--- config.mk ---
export PLATFORM = sky130hd
export DESIGN_NAME = spi_bridge
export DESIGN_NICKNAME = d
export VERILOG_FILES = /design/src/rtl/spi_pkg.sv /design/src/rtl/spi_bridge_sync_fifo.sv /design/src/rtl/spi_bridge.sv
export SDC_FILE = /design/constraint.sdc
export NUM_CORES = 1
export LEC_CHECK = 0
export CAP_MARGIN = 20
export CORE_MARGIN = 2
export CORE_UTILIZATION = 25
export CTS_CLUSTER_DIAMETER = 120
export DETAILED_ROUTE_END_ITERATION = 8
export PLACE_DENSITY = 0.37
export REMOVE_ABC_BUFFERS = 1
export SYNTH_ARGS = -nofsm -noshare
export SYNTH_HDL_FRONTEND = slang
export SYNTH_SLANG_ARGS = --single-unit
--- constraint.sdc ---
create_clock -name clk -period 3.41 [get_ports clk]
set_input_delay 0.682 -clock clk [delete_from_list [all_inputs] [get_ports clk]]
set_output_delay 0.682 -clock clk [all_outputs]
set_load 0.05 [all_outputs]
--- src/rtl/spi_pkg.sv ---
// Shared types and constants for the SPI slave bridge.
package spi_pkg;

    typedef logic [7:0] spi_byte_t;

    // Byte shifted out on MISO when the parser has nothing queued.
    localparam spi_byte_t SPI_IDLE_BYTE = 8'hFF;

    // Default synchronizer depth on the SPI pins.
    localparam int SPI_SYNC_STAGES = 2;

    // MSB-first receive: the newest bit enters at the LSB.
    function automatic spi_byte_t spi_shift_in(input spi_byte_t cur, input logic bit_in);
        return {cur[6:0], bit_in};
    endfunction

endpackage

--- src/rtl/spi_bridge_sync_fifo.sv ---
// Synchronous FIFO with a registered head and a registered empty flag.
// DEPTH must be a power of two (pointers wrap naturally), and at least 4.
module sync_fifo #(
    parameter int DEPTH = 16,
    parameter int WIDTH = 8
) (
    input  logic             clk_i,
    input  logic             rst_ni,
    input  logic             push_i,
    input  logic [WIDTH-1:0] wdata_i,
    input  logic             pop_i,
    output logic             full_o,
    output logic             empty_o,
    output logic [WIDTH-1:0] head_o
);

    localparam int          AW         = $clog2(DEPTH);
    localparam logic [AW:0] FULL_COUNT = (AW+1)'(DEPTH);

    logic [WIDTH-1:0] mem_q [DEPTH];
    logic [AW-1:0]    wr_ptr_q, wr_ptr_d;
    logic [AW-1:0]    rd_ptr_q, rd_ptr_d;
    logic [AW:0]      count_q, count_d;
    logic [AW:0]      remain;
    logic             empty_q, empty_d;
    logic [WIDTH-1:0] head_q, head_d;
    logic             do_push, do_pop;

    // Next pointers, occupancy and the head value that becomes visible next cycle.
    always_comb begin
        do_push  = push_i && (count_q != FULL_COUNT);
        do_pop   = pop_i && !empty_q;
        wr_ptr_d = do_push ? wr_ptr_q + AW'(1) : wr_ptr_q;
        rd_ptr_d = do_pop  ? rd_ptr_q + AW'(1) : rd_ptr_q;
        remain   = count_q - (AW+1)'(do_pop);
        count_d  = remain + (AW+1)'(do_push);
        empty_d  = (count_d == '0);
        // With no older entry left, the head is the byte being written now
        // (memory does not hold it yet); otherwise read it from storage.
        if (remain == '0) begin
            head_d = do_push ? wdata_i : head_q;
        end else begin
            head_d = mem_q[rd_ptr_d];
        end
    end

    // Storage array; no reset needed since the head/empty registers gate visibility.
    always_ff @(posedge clk_i) begin
        if (do_push) begin
            mem_q[wr_ptr_q] <= wdata_i;
        end
    end

    // Pointer, count and registered output state.
    always_ff @(posedge clk_i or negedge rst_ni) begin
        if (!rst_ni) begin
            wr_ptr_q <= '0;
            rd_ptr_q <= '0;
            count_q  <= '0;
            empty_q  <= 1'b1;
            head_q   <= '0;
        end else begin
            wr_ptr_q <= wr_ptr_d;
            rd_ptr_q <= rd_ptr_d;
            count_q  <= count_d;
            empty_q  <= empty_d;
            head_q   <= head_d;
        end
    end

    assign full_o  = (count_q == FULL_COUNT);
    assign empty_o = empty_q;
    assign head_o  = head_q;

endmodule

--- src/rtl/spi_bridge.sv ---
// SPI mode-0 slave front end: oversampled pins, RX byte FIFO towards the
// command parser, optional TX holding/shift path towards MISO.
// Build option: define SPI_BRIDGE_TX_EN to include the TX path; without it
// MISO idles high, wr_ready is held low and wr_data/wr_valid are ignored.
//
// state   | meaning
// --------+--------------------------------------------------------------
// ST_IDLE | no transaction; waiting for a CS fall (also after reset)
// ST_XFER | CS low after a seen fall; SCK edges shift data
module spi_bridge
    import spi_pkg::*;
#(
    parameter int FIFO_DEPTH  = 16,
    parameter int SYNC_STAGES = SPI_SYNC_STAGES
) (
    input  logic       clk,
    input  logic       reset_n,
    input  logic       spi_sck,
    input  logic       spi_cs_n,
    input  logic       spi_mosi,
    output logic       spi_miso,
    output logic       overflow,
    output logic [7:0] rd_data,
    output logic       rd_valid,
    output logic       closed,
    input  logic       rd_ready,
    input  logic [7:0] wr_data,
    input  logic       wr_valid,
    output logic       wr_ready
);

    localparam logic [0:0] ST_IDLE = 1'b0;
    localparam logic [0:0] ST_XFER = 1'b1;

    logic [SYNC_STAGES-1:0] sck_sync_q, cs_sync_q, mosi_sync_q;
    logic                   sck_s, cs_s, mosi_s;
    logic                   sck_prev_q, cs_prev_q;
    logic                   sck_rise, cs_fall, cs_rise;

    logic [0:0] state_q, state_d;
    logic [2:0] bit_cnt_q, bit_cnt_d;
    spi_byte_t  rx_shift_q, rx_shift_d;
    logic       push_q, push_d;
    logic       closed_q, closed_d;
    logic       overflow_q, overflow_d;

    logic       fifo_full, fifo_empty;
    spi_byte_t  fifo_head;

    // Pin synchronizers plus one history flop for edge detection. CS resets
    // low-looking so a CS already low at reset release is not a fresh fall.
    always_ff @(posedge clk or negedge reset_n) begin
        if (!reset_n) begin
            sck_sync_q  <= '0;
            cs_sync_q   <= '0;
            mosi_sync_q <= '0;
            sck_prev_q  <= 1'b0;
            cs_prev_q   <= 1'b0;
        end else begin
            sck_sync_q  <= {sck_sync_q[SYNC_STAGES-2:0], spi_sck};
            cs_sync_q   <= {cs_sync_q[SYNC_STAGES-2:0], spi_cs_n};
            mosi_sync_q <= {mosi_sync_q[SYNC_STAGES-2:0], spi_mosi};
            sck_prev_q  <= sck_s;
            cs_prev_q   <= cs_s;
        end
    end

    assign sck_s    = sck_sync_q[SYNC_STAGES-1];
    assign cs_s     = cs_sync_q[SYNC_STAGES-1];
    assign mosi_s   = mosi_sync_q[SYNC_STAGES-1];
    assign sck_rise = sck_s & ~sck_prev_q;
    assign cs_fall  = ~cs_s & cs_prev_q;
    assign cs_rise  = cs_s & ~cs_prev_q;

    // Transaction FSM, bit counter, RX shifter and status flags.
    always_comb begin
        state_d    = state_q;
        bit_cnt_d  = bit_cnt_q;
        rx_shift_d = rx_shift_q;
        push_d     = 1'b0;
        closed_d   = closed_q;
        overflow_d = overflow_q;

        if (push_q && fifo_full) begin
            overflow_d = 1'b1;
        end

        case (state_q)
            ST_IDLE: begin
                if (cs_fall) begin
                    state_d    = ST_XFER;
                    bit_cnt_d  = 3'd0;
                    closed_d   = 1'b0;
                    overflow_d = 1'b0;
                end
            end
            ST_XFER: begin
                if (cs_rise) begin
                    // Any partial byte is dropped by clearing the counter.
                    state_d   = ST_IDLE;
                    bit_cnt_d = 3'd0;
                    closed_d  = 1'b1;
                end else if (sck_rise) begin
                    rx_shift_d = spi_shift_in(rx_shift_q, mosi_s);
                    bit_cnt_d  = bit_cnt_q + 3'd1;
                    push_d     = (bit_cnt_q == 3'd7);
                end
            end
        endcase
    end

    // FSM and RX state registers.
    always_ff @(posedge clk or negedge reset_n) begin
        if (!reset_n) begin
            state_q    <= ST_IDLE;
            bit_cnt_q  <= 3'd0;
            rx_shift_q <= '0;
            push_q     <= 1'b0;
            closed_q   <= 1'b1;
            overflow_q <= 1'b0;
        end else begin
            state_q    <= state_d;
            bit_cnt_q  <= bit_cnt_d;
            rx_shift_q <= rx_shift_d;
            push_q     <= push_d;
            closed_q   <= closed_d;
            overflow_q <= overflow_d;
        end
    end

    // The completed byte stays in rx_shift_q for several clocks (SCK is slow),
    // so the push one cycle later can take it straight from the shifter.
    sync_fifo #(
        .DEPTH (FIFO_DEPTH),
        .WIDTH (8)
    ) u_rx_fifo (
        .clk_i   (clk),
        .rst_ni  (reset_n),
        .push_i  (push_q),
        .wdata_i (rx_shift_q),
        .pop_i   (rd_ready),
        .full_o  (fifo_full),
        .empty_o (fifo_empty),
        .head_o  (fifo_head)
    );

    assign rd_valid = ~fifo_empty;
    assign rd_data  = fifo_head;
    assign closed   = closed_q;
    assign overflow = overflow_q;

`ifdef SPI_BRIDGE_TX_EN
    logic      sck_fall;
    spi_byte_t hold_q, hold_d;
    spi_byte_t tx_shift_q, tx_shift_d;
    logic      hold_full_q, hold_full_d;
    logic      reload_q, reload_d;
    logic      consume;
    logic      wr_load;

    assign sck_fall = ~sck_s & sck_prev_q;

    // TX holding register and MISO shifter; the shifter reloads at CS fall
    // and on the SCK fall that follows each 8th rise.
    always_comb begin
        tx_shift_d = tx_shift_q;
        reload_d   = reload_q;
        consume    = 1'b0;
        wr_load    = wr_valid && !hold_full_q;

        if (state_q == ST_IDLE) begin
            reload_d = 1'b0;
            if (cs_fall) begin
                consume = 1'b1;
            end
        end else if (cs_rise) begin
            reload_d = 1'b0;
        end else if (sck_rise && (bit_cnt_q == 3'd7)) begin
            reload_d = 1'b1;
        end else if (sck_fall) begin
            if (reload_q) begin
                consume  = 1'b1;
                reload_d = 1'b0;
            end else begin
                tx_shift_d = {tx_shift_q[6:0], 1'b1};
            end
        end

        if (consume) begin
            tx_shift_d = hold_full_q ? hold_q : SPI_IDLE_BYTE;
        end
        hold_full_d = (hold_full_q && !consume) || wr_load;
        hold_d      = wr_load ? wr_data : hold_q;
    end

    // TX registers.
    always_ff @(posedge clk or negedge reset_n) begin
        if (!reset_n) begin
            hold_q      <= '0;
            hold_full_q <= 1'b0;
            tx_shift_q  <= SPI_IDLE_BYTE;
            reload_q    <= 1'b0;
        end else begin
            hold_q      <= hold_d;
            hold_full_q <= hold_full_d;
            tx_shift_q  <= tx_shift_d;
            reload_q    <= reload_d;
        end
    end

    assign wr_ready = ~hold_full_q;
    assign spi_miso = (state_q == ST_XFER) ? tx_shift_q[7] : 1'b1;
`else
    logic unused_tx;
    assign unused_tx = ^{wr_data, wr_valid};
    assign wr_ready  = 1'b0;
    assign spi_miso  = 1'b1;
`endif

endmodule

==> run_results.csv, run 1 <==
group,metric,value,unit
timing,setup-violations-final,0,
floorplanning,die_w,176,µm
global_route,grt_busiest_layer,"met2",
timing,relSlewSlack,0.381,
yosys,syn-cell-area,7440,µm²
setup_path,worstPathCellList,"clkdlybuf4s50_1 -> nand2b_4 -> inv_6 -> ha_1 -> ha_1 -> xnor2_1 -> nand4_1 -> buf_4 -> nand2_1 -> a21oi_1 -> a221oi_1",
timing,tightestPinTransition,0.929,ns
yosys,syn-mean-instance-area,14.4,µm²
yosys,async_flop_share,0.260,
place,portBuffers,16,
drt,avgViaCountPerCell,4.55,
yosys,synth.area.top_cells,"edfxtp_1, dfrtp_1, mux2_2, nand2_1, a211oi_1",
floorplanning,rows,63,
setup_path,cpLargestDelayFamily,"buffers and inverters",
setup_path,worst_setup_path_start_kind,"input port",
yosys,synth_cells,516,
timing,fin_ws,0.767,ns
setup_path,required,3.72,ns
setup_path,crit_path_top_delay_cell,"clkdlybuf4s50_1",
clock_tree,cts_resized,0,
yosys,yosys.area.top_type_share,0.517,
layout,multi_input_area,2260,µm²
setup_path,arrival,2.96,ns
global_route,grt_use_met3,0.0243,
floorplanning,die_area,31100,µm²
setup_path,regToRegSetupSlack,0.89,ns
floorplanning,io_pins,28,
layout,fillCellCount,2979,
drt,first_iter_violations,280,
timing,rsz0062_at_grt,"no",
yosys,synth_commonest_cells,"edfxtp_1, nand2_1, dfrtp_1",
clock_tree,clkTransAtPathRegs,0.07,ns
floorplanning,die_y,176,µm
drt,vias,4313,
layout,num_antenna_cells,0,
clock_tree,cts-buffers-inserted,17,
yosys,ys_seq_area_frac,0.668,
setup_path,rr_endpoint,"u_rx_fifo.head_o[7]$_DFFE_PN0P_",
worst_hold_path,hold_class,"flip-flop to flip-flop",
drt,antenna_left,0,
yosys,synth.most_common_cell,"edfxtp_1",
layout,syn_to_final_growth,16.9,%
global_route,grt_pass1_wl,27.6,mm
global_route,grt-ovfl-total,0,
timing,min_period_over_period,0.775,
clock_tree,clock_sinks,173,
worst_hold_path,worstHoldStart,"cs_sync_q[0]$_DFF_PN0_",
job,maxCapViolCount,0,
clock_tree,cts.htree.levels,4,
setup_path,cp_slowest_stage_delay,0.46,ns
drt,route.detailed.drc,0,
yosys,yosysTopAreaCell,"edfxtp_1",
layout,post-route-util,0.295,
setup_path,cpMostUsedCell,"ha_1",
worst_hold_path,whs_endpoint,"cs_sync_q[1]$_DFF_PN0_",
layout,seqCellArea,4970,µm²
pwr,ir_drop,342,µV
drt,wl_per_cell,19.2,µm
clock_tree,cts_root_buffer,"clkbuf_16",
global_route,grtUsageMet2,0.206,
global_route,met1_usage,0.160,
drt,first_pass_iters,4,
yosys,synth_edf_count,128,
clock_tree,postCtsHoldBufs,0,
layout,layout.nets,571,
place,gp_congestion,0.748,
timing,drv_slew,0,
timing,hold_viol,0,
timing,fin_setup_tns,0,ns
floorplanning,core_area,29500,µm²
clock_tree,postCtsSetupBuffers,0,
pwr,p_leak,3.07,nW
layout,drive_gt1_frac,0.167,
yosys,synth-seq-cells,173,
setup_path,worstReg2RegStart,"u_rx_fifo.rd_ptr_q[0]$_DFF_PN0_",
setup_path,path_max_fanout,16,
clock_tree,cts_tree,"done",
setup_path,reg2reg_depth,8,
setup_path,crit_path_end_kind,"flip-flop",
setup_path,path_class,"input port to flip-flop",
layout,final_area,8700,µm²
timing,skew,0.0102,ns
drt,finalWirelength,18.2,mm
yosys,synth_cell_types,54,
global_route,track_usage,0.122,
global_route,grt_antenna_before_repair,0,
timing,holdWs,0.348,ns
floorplanning,initial_core_util,0.252,
yosys,synthFlopType,"edfxtp_1",
global_route,grt_max_degree,38,
yosys,synth_warnings,0,
place,place_area,8090,µm²
outcome,status,"completed",
setup_path,critPathBufInv,3,
clock_tree,clock_path_buffers,2,
place,dpl.hpwl,11.6,mm
place,post-place-ws,0.321,ns
timing,period_minus_slack,2.64,ns
timing,max_freq,378,MHz
global_route,grt_pass1_vias,4400,
pwr,pwr_density_cell,903,nW/µm²
worst_hold_path,holdPathStages,0,
clock_tree,clkLatencyLatePin,0.42,ns
==> final cells by class <==
| type | count | share of cell area |
|---|---|---|
| Tap cell | 390 | 0.0561 |
| Clock buffer | 19 | 0.0521 |
| Sequential cell | 173 | 0.572 |
| Inverter | 14 | 0.00662 |
| Multi-Input combinational cell | 305 | 0.260 |
| Timing Repair Buffer | 34 | 0.0363 |
| Clock inverter | 13 | 0.0173 |
==> kinds of logic after synthesis <==
logic type               share of synthesized area
AO/OA/AOI/OAI                               0.0764
XOR/XNOR                                    0.0155
adder cells (fa/ha/maj)                     0.0185
buffers and inverters                       0.0289
flip-flops                                   0.668
multiplexers                                0.0856
other                                      0.00101
AND/OR/NAND/NOR                              0.106
==> flip-flops by register name, summed over array words and instances, names as in the netlist, 3 cells and up <==
| name | flops |
|---|---|
| u_rx_fifo.head_o | 8 |
| u_rx_fifo.wr_ptr_q | 4 |
| rx_shift_q | 8 |
| bit_cnt_q | 3 |
| u_rx_fifo.rd_ptr_q | 4 |
| u_rx_fifo.count_q | 5 |
| u_rx_fifo.mem_q | 128 |
==> per-stage QoR <==
stage	total power, mW	cells
after floorplan	4.71	492
after global placement	5.93	916
after detailed placement	5.98	916
after CTS	7.98	948
after global routing	8.33	948
final	7.85	948
==> routing by layer <==
| layer | routed length, µm | share of wire |
|---|---|---|
| met4 | 178 | 0.0098 |
| met1 | 8300 | 0.46 |
| met5 | 0 | 0 |
| met2 | 9130 | 0.50 |
| met3 | 572 | 0.031 |
==> how the worst max path moves through the flow <==
stage,from,to,depth (start not counted)
global placement,rd_ready,u_rx_fifo.empty_o$_DFF_PN1_,10
global route,rd_ready,u_rx_fifo.head_o[0]$_DFFE_PN0P_,11
floorplan,u_rx_fifo.rd_ptr_q[1]$_DFF_PN0_,u_rx_fifo.head_o[7]$_DFFE_PN0P_,7
finish,rd_ready,u_rx_fifo.head_o[0]$_DFFE_PN0P_,11
CTS,rd_ready,u_rx_fifo.head_o[0]$_DFFE_PN0P_,11
detailed placement,rd_ready,u_rx_fifo.head_o[0]$_DFFE_PN0P_,11
==> where the power goes <==
part / leakage, nW / switching [mW] / internal, mW / total [mW]
sequential: 1.71 / 0.333 / 2.61 / 2.95
clock: 0.299 / 0.849 / 1.14 / 1.98
combinational: 1.07 / 1.72 / 1.20 / 2.92
total: 3.07 / 2.90 / 4.95 / 7.85
==> placed cells by master, fill, tap and decap left out, types with 3 or more instances in the layout <==
cell type        Yosys  final
inv_1               12     12
clkinv_4             0      3
o211ai_1            10     10
nor2_1              16     16
and4_1               5      5
and2_1              10     10
mux4_1               6      6
inv_6                1      6
and3_1               5      5
mux2i_1              4      4
a41oi_1              4      4
nor4_1              10     10
nand2_1             69     69
clkbuf_16            0     17
xnor2_1              8      8
ha_1                11     11
edfxtp_1           128    128
a21oi_1             10     10
a31oi_1              3      3
mux2_2              29     29
a211oi_1            28     28
nor2b_1             12     11
mux4_2               4      4
buf_4                4     16
o22ai_1             10     10
nand2b_1             3      3
nand3_1             15     15
o21ai_0              6      6
dfrtp_1             43     43
clkdlybuf4s50_1      0     15
Note: power is estimated with default switching activity, not from simulation.
==> run 2, diff against run 1 <==
- PLACE_DENSITY: 0.37 -> 0.39
- clock period: 3.41 -> 2.26 ns (I/O delays scaled with it)
==> run_results.csv, run 2 (synthesis results as in run 1) <==
group,metric,value,unit
timing,fin_setup_tns,0,ns
floorplanning,die_w,176,µm
setup_path,cp_slowest_stage_delay,0.44,ns
layout,final_common_cell,"edfxtp_1",
floorplanning,rows,63,
setup_path,path_max_fanout,8,
pwr,pwr_density_cell,1390,nW/µm²
place,place_area,8660,µm²
global_route,grt_pass1_wl,30.3,mm
job,maxCapViolCount,0,
timing,hold_viol,1,
outcome,violations,"hold timing",
timing,skew,0.0116,ns
setup_path,critPathBufInv,2,
drt,route.detailed.drc,0,
timing,period_minus_slack,2.23,ns
setup_path,crit_path_top_delay_cell,"dfrtp_2",
floorplanning,core_area,29500,µm²
pwr,ir_drop,487,µV
global_route,grt-ovfl-total,0,
clock_tree,postCtsHoldBufs,0,
drt,antenna_left,0,
layout,layout.nets,636,
setup_path,worstReg2RegStart,"u_rx_fifo.rd_ptr_q[0]$_DFF_PN0_",
clock_tree,clkLatencyLatePin,0.43,ns
layout,final_cell_mix,"edfxtp_1, nand2_1, buf_4",
drt,finalWirelength,19.5,mm
drt,wl_per_cell,19.2,µm
timing,relSlewSlack,0.510,
setup_path,worst_setup_path_start_kind,"flip-flop",
place,dpl.hpwl,12.9,mm
setup_path,arrival,2.52,ns
timing,min_period_over_period,0.987,
floorplanning,die_y,176,µm
timing,max_freq,448,MHz
layout,drive_gt1_frac,0.321,
setup_path,cpMostUsedCell,"buf_4",
timing,tightestPinTransition,0.734,ns
layout,regMostFlops,"u_rx_fifo.mem_q",
setup_path,cp_num_cells,8,
timing,fin_ws,0.0296,ns
timing,holdWs,-0.000331,ns
clock_tree,clkTransAtPathRegs,0.07,ns
drt,vias,4592,
timing,setup-violations-final,0,
clock_tree,cts_root_buffer,"clkbuf_16",
global_route,track_usage,0.132,
floorplanning,die_area,31100,µm²
setup_path,startpoint,"u_rx_fifo.rd_ptr_q[0]$_DFF_PN0_",
layout,final_area,9620,µm²
layout,largest_reg_flops,128,
setup_path,reg2reg_depth,8,
place,gp_congestion,0.752,
setup_path,crit_path_end_kind,"flip-flop",
place,post-place-ws,-0.571,ns
global_route,grt_antenna_before_repair,0,
worst_hold_path,hold_class,"input port to asynchronous set/reset pin",
setup_path,required,2.55,ns
drt,avgViaCountPerCell,4.53,
layout,num_antenna_cells,0,
timing,drv_slew,0,
drt,first_pass_iters,5,
drt,first_iter_violations,251,
pwr,p_leak,3.50,nW
layout,syn_to_final_growth,29.4,%
clock_tree,cts-buffers-inserted,17,
layout,post-route-util,0.326,
clock_tree,cts.htree.levels,4,
timing,rsz0062_at_grt,"yes",
floorplanning,initial_core_util,0.252,
clock_tree,clock_sinks,173,
global_route,grt_max_degree,27,
floorplanning,io_pins,28,
outcome,status,"complete, but fails checks",
place,portBuffers,16,
setup_path,path_class,"flip-flop to flip-flop",
setup_path,cpLargestDelayFamily,"flip-flops",
clock_tree,clock_path_buffers,2,
setup_path,worstPathCellList,"ha_4 -> buf_4 -> buf_4 -> mux2_2 -> o22ai_1 -> nor4_1 -> nor2_1 -> a41oi_2",
clock_tree,cts_tree,"done",
global_route,grt_pass1_vias,4904,
-- run 2: cell types whose count changed in the layout (fill, tap and decap cells not counted), sizes merged --
cell           change
clkbuf             -1
clkinv             -4
buf               +65
bufinv             +2
clkdlybuf4s50      -2
inv                +3
dlymetal6s2s       +2
-- run 2: repair_timing --
item | 4_1_cts | 5_1_grt
setup endpoints to repair | 9 | 50
buffers inserted | 7 | 0
gates resized for setup | 15 | 41
pin swaps | 6 | 12
-- run 2: power by group --
group	total, mW	switching [mW]	internal [mW]
Clock	3.23	1.33	1.90
Combinational	5.69	3.01	2.68
Sequential	4.49	0.539	3.95
Total	13.4	4.88	8.53
-- run 2: path summary, 6_finish.rpt --
check	slack, ns	end
min in group clk	0.35	cs_sync_q[1]$_DFF_PN0_
max in group asynchronous	1.69	u_rx_fifo.head_o[3]$_DFFE_PN0P_
worst max-delay path	0.03	u_rx_fifo.head_o[5]$_DFFE_PN0P_
worst max register to register	0.03	u_rx_fifo.head_o[5]$_DFFE_PN0P_
worst min register to register	0.35	cs_sync_q[1]$_DFF_PN0_
worst min-delay path	-0.0003	cs_prev_q$_DFF_PN0_
-- run 2: metrics by stage --
step           power [mW]  std cells  hold slack [ns]
2_1_floorplan        7.11        492            0.156
3_3_place_gp         9.61        975            0.334
3_5_place_dp         9.64        975            0.336
4_1_cts              13.2       1013         0.000602
5_1_grt              14.2       1013           0.0246
6_report             13.4       1013        -0.000331
-- run 2: final cells by class --
| type | count | area [µm²] |
|---|---|---|
| clock inverter | 14 | 218 |
| multi-input combinational | 305 | 2470 |
| timing repair buffer | 99 | 985 |
| tap | 390 | 488 |
| inverter | 14 | 57.6 |
| sequential | 173 | 4970 |
| fill | 2947 | 19900 |
| clock buffer | 18 | 429 |
-- run 2: metal layers --
metal | up-vias | GRT usage | part of all wire
li1 | 2154 | - | -
met1 | 2364 | 0.171 | 0.46
met2 | 56 | 0.227 | 0.51
met3 | 18 | 0.0235 | 0.021
met4 | 0 | 0.0372 | 0.014
met5 | - | 0 | 0
